$ cat src/rtl/riscv_mem_pkg.sv
// Shared constants and types for the data-memory port B arbiter.
package riscv_mem_pkg;

  localparam int unsigned ADDR_W_DEF = 12;
  localparam int unsigned DATA_W_DEF = 32;

  // Requester identifiers, also the encoding of grant_id.
  localparam logic REQ_HOST = 1'b0;
  localparam logic REQ_DMA  = 1'b1;

  // Arbitration policy selectors.
  localparam int unsigned PRIO_RR    = 0;
  localparam int unsigned PRIO_FIXED = 1;

  typedef enum logic [1:0] {
    ST_IDLE    = 2'd0,
    ST_ISSUE   = 2'd1,
    ST_CAPTURE = 2'd2,
    ST_RESP    = 2'd3
  } state_e;

endpackage

$ cat src/rtl/rr_arb2.sv
// Combinational two-way arbiter: round-robin or fixed priority (host first).
module rr_arb2
  import riscv_mem_pkg::*;
#(
  parameter int unsigned PRIO_MODE = PRIO_RR
) (
  input  logic valid0,
  input  logic valid1,
  input  logic last_grant,
  output logic gnt_valid,
  output logic gnt_id
);

  // Pick a winner; a lone requester always wins regardless of history.
  always_comb begin
    gnt_valid = valid0 | valid1;
    gnt_id    = REQ_HOST;
    if (valid0 && valid1) begin
      gnt_id = (PRIO_MODE == PRIO_FIXED) ? REQ_HOST : ~last_grant;
    end else if (valid1) begin
      gnt_id = REQ_DMA;
    end
  end

endmodule

$ cat src/rtl/dmem_portb_arbiter.sv
// Shares data memory port B between the host AXI path and the debug/DMA
// engine: one command at a time, one memory cycle, held response.
module dmem_portb_arbiter
  import riscv_mem_pkg::*;
#(
  parameter int unsigned ADDR_W    = ADDR_W_DEF,
  parameter int unsigned DATA_W    = DATA_W_DEF,
  parameter int unsigned PRIO_MODE = PRIO_RR
) (
  input  logic              clk,
  input  logic              rst_n,
  input  logic              req0_valid,
  output logic              req0_ready,
  input  logic              req0_we,
  input  logic [ADDR_W-1:0] req0_addr,
  input  logic [DATA_W-1:0] req0_wdata,
  input  logic [3:0]        req0_wstrb,
  input  logic              req1_valid,
  output logic              req1_ready,
  input  logic              req1_we,
  input  logic [ADDR_W-1:0] req1_addr,
  input  logic [DATA_W-1:0] req1_wdata,
  input  logic [3:0]        req1_wstrb,
  output logic              rsp0_valid,
  input  logic              rsp0_ready,
  output logic [DATA_W-1:0] rsp0_rdata,
  output logic              rsp1_valid,
  input  logic              rsp1_ready,
  output logic [DATA_W-1:0] rsp1_rdata,
  output logic              mem_we,
  output logic [ADDR_W-1:0] mem_addr,
  output logic [DATA_W-1:0] mem_wdata,
  output logic [3:0]        mem_wstrb,
  input  logic [DATA_W-1:0] mem_rdata,
  output logic              busy,
  output logic              grant_id
);

  state_e              state_q, state_d;
  logic                last_grant_q, last_grant_d;
  logic                grant_id_q, grant_id_d;
  logic                we_q, we_d;
  logic [ADDR_W-1:0]   addr_q, addr_d;
  logic [DATA_W-1:0]   wdata_q, wdata_d;
  logic [3:0]          wstrb_q, wstrb_d;
  logic [DATA_W-1:0]   rsp_data_q, rsp_data_d;

  logic                arb_valid;
  logic                arb_id;
  logic                idle;
  logic                rsp_fire;

  rr_arb2 #(
    .PRIO_MODE (PRIO_MODE)
  ) u_arb (
    .valid0     (req0_valid),
    .valid1     (req1_valid),
    .last_grant (last_grant_q),
    .gnt_valid  (arb_valid),
    .gnt_id     (arb_id)
  );

  assign idle     = (state_q == ST_IDLE);
  assign rsp_fire = (state_q == ST_RESP) &&
                    ((grant_id_q == REQ_DMA) ? rsp1_ready : rsp0_ready);

  // Next-state, command latch and response capture.
  always_comb begin
    state_d      = state_q;
    last_grant_d = last_grant_q;
    grant_id_d   = grant_id_q;
    we_d         = we_q;
    addr_d       = addr_q;
    wdata_d      = wdata_q;
    wstrb_d      = wstrb_q;
    rsp_data_d   = rsp_data_q;
    unique case (state_q)
      ST_IDLE: begin
        // The granted requester is always valid, so a grant is a handshake.
        if (arb_valid) begin
          last_grant_d = arb_id;
          grant_id_d   = arb_id;
          we_d         = (arb_id == REQ_DMA) ? req1_we    : req0_we;
          addr_d       = (arb_id == REQ_DMA) ? req1_addr  : req0_addr;
          wdata_d      = (arb_id == REQ_DMA) ? req1_wdata : req0_wdata;
          wstrb_d      = (arb_id == REQ_DMA) ? req1_wstrb : req0_wstrb;
          state_d      = ST_ISSUE;
        end
      end
      ST_ISSUE:   state_d = ST_CAPTURE;
      ST_CAPTURE: begin
        rsp_data_d = mem_rdata;
        state_d    = ST_RESP;
      end
      ST_RESP: begin
        if (rsp_fire) state_d = ST_IDLE;
      end
      default:    state_d = ST_IDLE;
    endcase
  end

  // State and datapath registers; reset lets the host win first.
  always_ff @(posedge clk or negedge rst_n) begin
    if (!rst_n) begin
      state_q      <= ST_IDLE;
      last_grant_q <= REQ_DMA;
      grant_id_q   <= REQ_HOST;
      we_q         <= 1'b0;
      addr_q       <= '0;
      wdata_q      <= '0;
      wstrb_q      <= '0;
      rsp_data_q   <= '0;
    end else begin
      state_q      <= state_d;
      last_grant_q <= last_grant_d;
      grant_id_q   <= grant_id_d;
      we_q         <= we_d;
      addr_q       <= addr_d;
      wdata_q      <= wdata_d;
      wstrb_q      <= wstrb_d;
      rsp_data_q   <= rsp_data_d;
    end
  end

  // Output decode: memory port follows the latch, responses go to the owner.
  always_comb begin
    req0_ready = idle && arb_valid && (arb_id == REQ_HOST);
    req1_ready = idle && arb_valid && (arb_id == REQ_DMA);
    mem_we     = (state_q == ST_ISSUE) && we_q;
    mem_addr   = addr_q;
    mem_wdata  = wdata_q;
    mem_wstrb  = wstrb_q;
    rsp0_valid = (state_q == ST_RESP) && (grant_id_q == REQ_HOST);
    rsp1_valid = (state_q == ST_RESP) && (grant_id_q == REQ_DMA);
    rsp0_rdata = (grant_id_q == REQ_HOST) ? rsp_data_q : '0;
    rsp1_rdata = (grant_id_q == REQ_DMA)  ? rsp_data_q : '0;
    busy       = !idle;
    grant_id   = grant_id_q;
  end

endmodule
$ cat config.mk
export PLATFORM = sky130hd
export DESIGN_NAME = dmem_portb_arbiter
export DESIGN_NICKNAME = d
export VERILOG_FILES = /design/src/rtl/riscv_mem_pkg.sv /design/src/rtl/rr_arb2.sv /design/src/rtl/dmem_portb_arbiter.sv
export SDC_FILE = /design/constraint.sdc
export NUM_CORES = 1
export LEC_CHECK = 0
export CORE_MARGIN = 2
export CORE_UTILIZATION = 34
export DETAILED_ROUTE_END_ITERATION = 10
export GPL_ROUTABILITY_DRIVEN = 0
export HOLD_SLACK_MARGIN = 0.05
export PLACE_DENSITY = 0.77
export SYNTH_ARGS = -nofsm -noshare
export SYNTH_HDL_FRONTEND = slang
export SYNTH_SLANG_ARGS = --single-unit
$ cat constraint.sdc
create_clock -name clk -period 1.5 [get_ports clk]
set_input_delay 0.3 -clock clk [delete_from_list [all_inputs] [get_ports clk]]
set_output_delay 0.3 -clock clk [all_outputs]
set_load 0.05 [all_outputs]
==> results.cfg <==
[global_route]
grt-ovfl-total = 0
top_usage_layer = met2
grtUsageMet3_pct = 7.22
antenna_found_initial = 0
met2_usage_pct = 37.1
first_global_vias = 3992
grt_usage_pct = 20.4
grt_use_met1_pct = 22.8
grt_pass1_wl_um = 20900
grt_max_degree = 45

[drt]
wl_per_cell_um = 19.3
drt_iter0_markers = 183
via_per_inst = 4.87
drt_wl_total_um = 15800
dr.pass1.iters = 4
ant_nets = 0
vias = 3990
drc = 0

[setup_path]
crit_type = flip-flop to output port
rr_worst_depth = 4
rrSetupSlack_ns = -0.04
timing.rr.start = grant_id
timing.rr.end = state_q[1]
crit_fanout = 4
cp-end-kind = output port
worst-endpoint-required_ns = 1.20
worstPathArrival_ns = 1.45
start_kind = flip-flop

[placement]
port_buffers = 254
pre_cts_ws_ns = -0.294
dp_hpwl_um = 10200

[cts]
cts_root_buffer = clkbuf_16
clock-sinks = 85
insertion_delay_ns = 0.33
cts_buffer_depth = 2
clk_pin_slew_ns = 0.06
tritoncts = built
cts_buffers = 9
cts_max_level = 3

[logic_synthesis]
syn_area_per_cell_um2 = 11.1
yosysWarningCount = 0
ys_seq_area_share_pct = 50.8
synth_area_leaders = dfrtp_1 (50%), mux2i_1 (12%), mux2_1 (8.1%), o21ai_1 (6.0%), and2_1 (5.1%)
synthCells = 379
synth_area_leader_cell = dfrtp_1
synth_seq_cells = 85
yosysUniqueCellTypes = 25
synth.cell_area_um2 = 4190
synth_fp_nets = 519
synth_top_area_share_pct = 50.2

[timing]
whs_ns = 0.471
min_period_over_period_pct = 117
setup_viol = 75
finalClockSkew_ns = 0.00891
layout_setup_ws_ns = -0.254
tightest_slew_ns = 0.434
final-hold-violation-count = 0
relSlewSlack_pct = 71.1
rsz0062_at_grt = yes
finalMaxSlewViolations = 0
fmax_mhz = 570
period_needed_ns = 1.75

[floorplanning]
die_width_um = 115
std_cell_rows = 40
die-area_um2 = 13200
die_y_um = 115
core_region_area_um2 = 12000
initial_core_util_pct = 34.9
pin_count = 255

[finish]
diodes = 0
mostFrequentLayoutCells = clkdlybuf4s50_1 (134), buf_12 (96), dfrtp_1 (83)
nets = 808
drive_gt1_share_pct = 42.8
area_delta_synth_final_pct = 119
fill_cells = 719
final_util_pct = 76.3
final_common_cell = clkdlybuf4s50_1

[pwr]
p_leak_nw = 4.14
peakVddDrop_v = 0.00120
power.density_nw_per_um2 = 2710

[flow_run]
maxCapViolCount = 0

[hold_path]
hold_path_class = primary input to async pin

[status]
outcome = finished with violations
violations = negative setup slack
## worst max-delay path, stage by stage, from the launching register on
cell and delay, ns:
dfrtp_1 0.41, inv_2 0.10, ha_4 0.19, clkinvlp_4 0.12, nor2_4 0.14, buf_8 0.16
## cell type report
type	count	area, um^2	area share (%)
sequential	85	2130	23.3
inverter	3	15.0	0.164
clock inverter	4	22.5	0.246
multi-input combinational	264	2280	24.9
clock buffer	12	256	2.80
timing repair buffer	305	4270	46.6
tap	147	184	2.01
## layer usage
layer	up-vias	share of wire (%)
met5	-	0
met4	0	1.3
met3	17	8.0
met2	186	55
met1	1939	36
li1	1848	-
## cells in the mapped netlist, drive strengths merged
library cell  instances
a22oi                 1
nor2b                34
dfrtp                84
a21oi                 1
clkbuf                7
ha                    4
nor2                  3
mux2                 33
a2bb2oi               1
dfstp                 1
and2                 34
a21bo                 1
inv                   3
buf                  20
a31oi                 1
nand2                50
o21ai                50
mux2i                50
a21o                  1
## state kept, by name, indices dropped and copies added (netlist names)
signal        cells
grant_id          1
last_grant_q      1
mem_addr         12
mem_wdata        32
mem_wstrb         4
rsp_data_q       32
state_q           2
we_q              1
## worst max-delay path by stage
| stage | startpoint | cells past startpoint | end | slack, ns |
|---|---|---|---|---|
| after detailed placement | req0_valid | 5 | mem_addr[9] | -0.29 |
| final | state_q[1] | 5 | req1_ready | -0.25 |
| after global routing | state_q[1] | 5 | req1_ready | -0.29 |
| after floorplan | grant_id | 2 | rsp0_rdata[10] | -0.12 |
| after global placement | req0_valid | 5 | mem_addr[6] | -0.27 |
| after CTS | state_q[1] | 5 | busy | -0.24 |
## power by group
part	leakage [nW]	switching (mW)	internal [mW]	total (mW)
sequential	1.03	1.18	3.47	4.65
combinational	2.98	9.35	8.79	18.1
clock	0.138	0.864	1.20	2.07
total	4.14	11.4	13.5	24.9
## metrics by stage
| step | setup TNS, ns | cells | instance area, um^2 | power (mW) |
|---|---|---|---|---|
| final | -13.58 | 820 | 9160 | 24.9 |
| after global routing | -16.57 | 820 | 9160 | 25.9 |
| after CTS | -10.35 | 799 | 8550 | 23.3 |
| after detailed placement | -12.85 | 770 | 7910 | 20.1 |
| after global placement | -11.74 | 770 | 7910 | 19.8 |
| after floorplan | -6.57 | 379 | 4390 | 13.1 |
## what timing repair did
action / 4_1_cts / 5_1_grt
resized for setup: 63 / 55
hold buffers: 1 / 0
setup endpoints to repair: 71 / 149
setup buffers: 11 / 5
endpoints found under the hold margin: 25 / 0
pin swaps: 13 / 7
gates cloned: 1 / 17
## kinds of logic after synthesis
| kind of cell | count (synthesis) | share of synthesized area (%) |
|---|---|---|
| and+or+nand+nor | 121 | 15.0 |
| muxes | 83 | 20.8 |
| buffers and inverters | 30 | 5.11 |
| AOI/OAI and AO/OA | 56 | 7.05 |
| DFF | 85 | 50.8 |
| adders and majority gates | 4 | 1.19 |
Note: power is estimated with default switching activity, not from simulation.
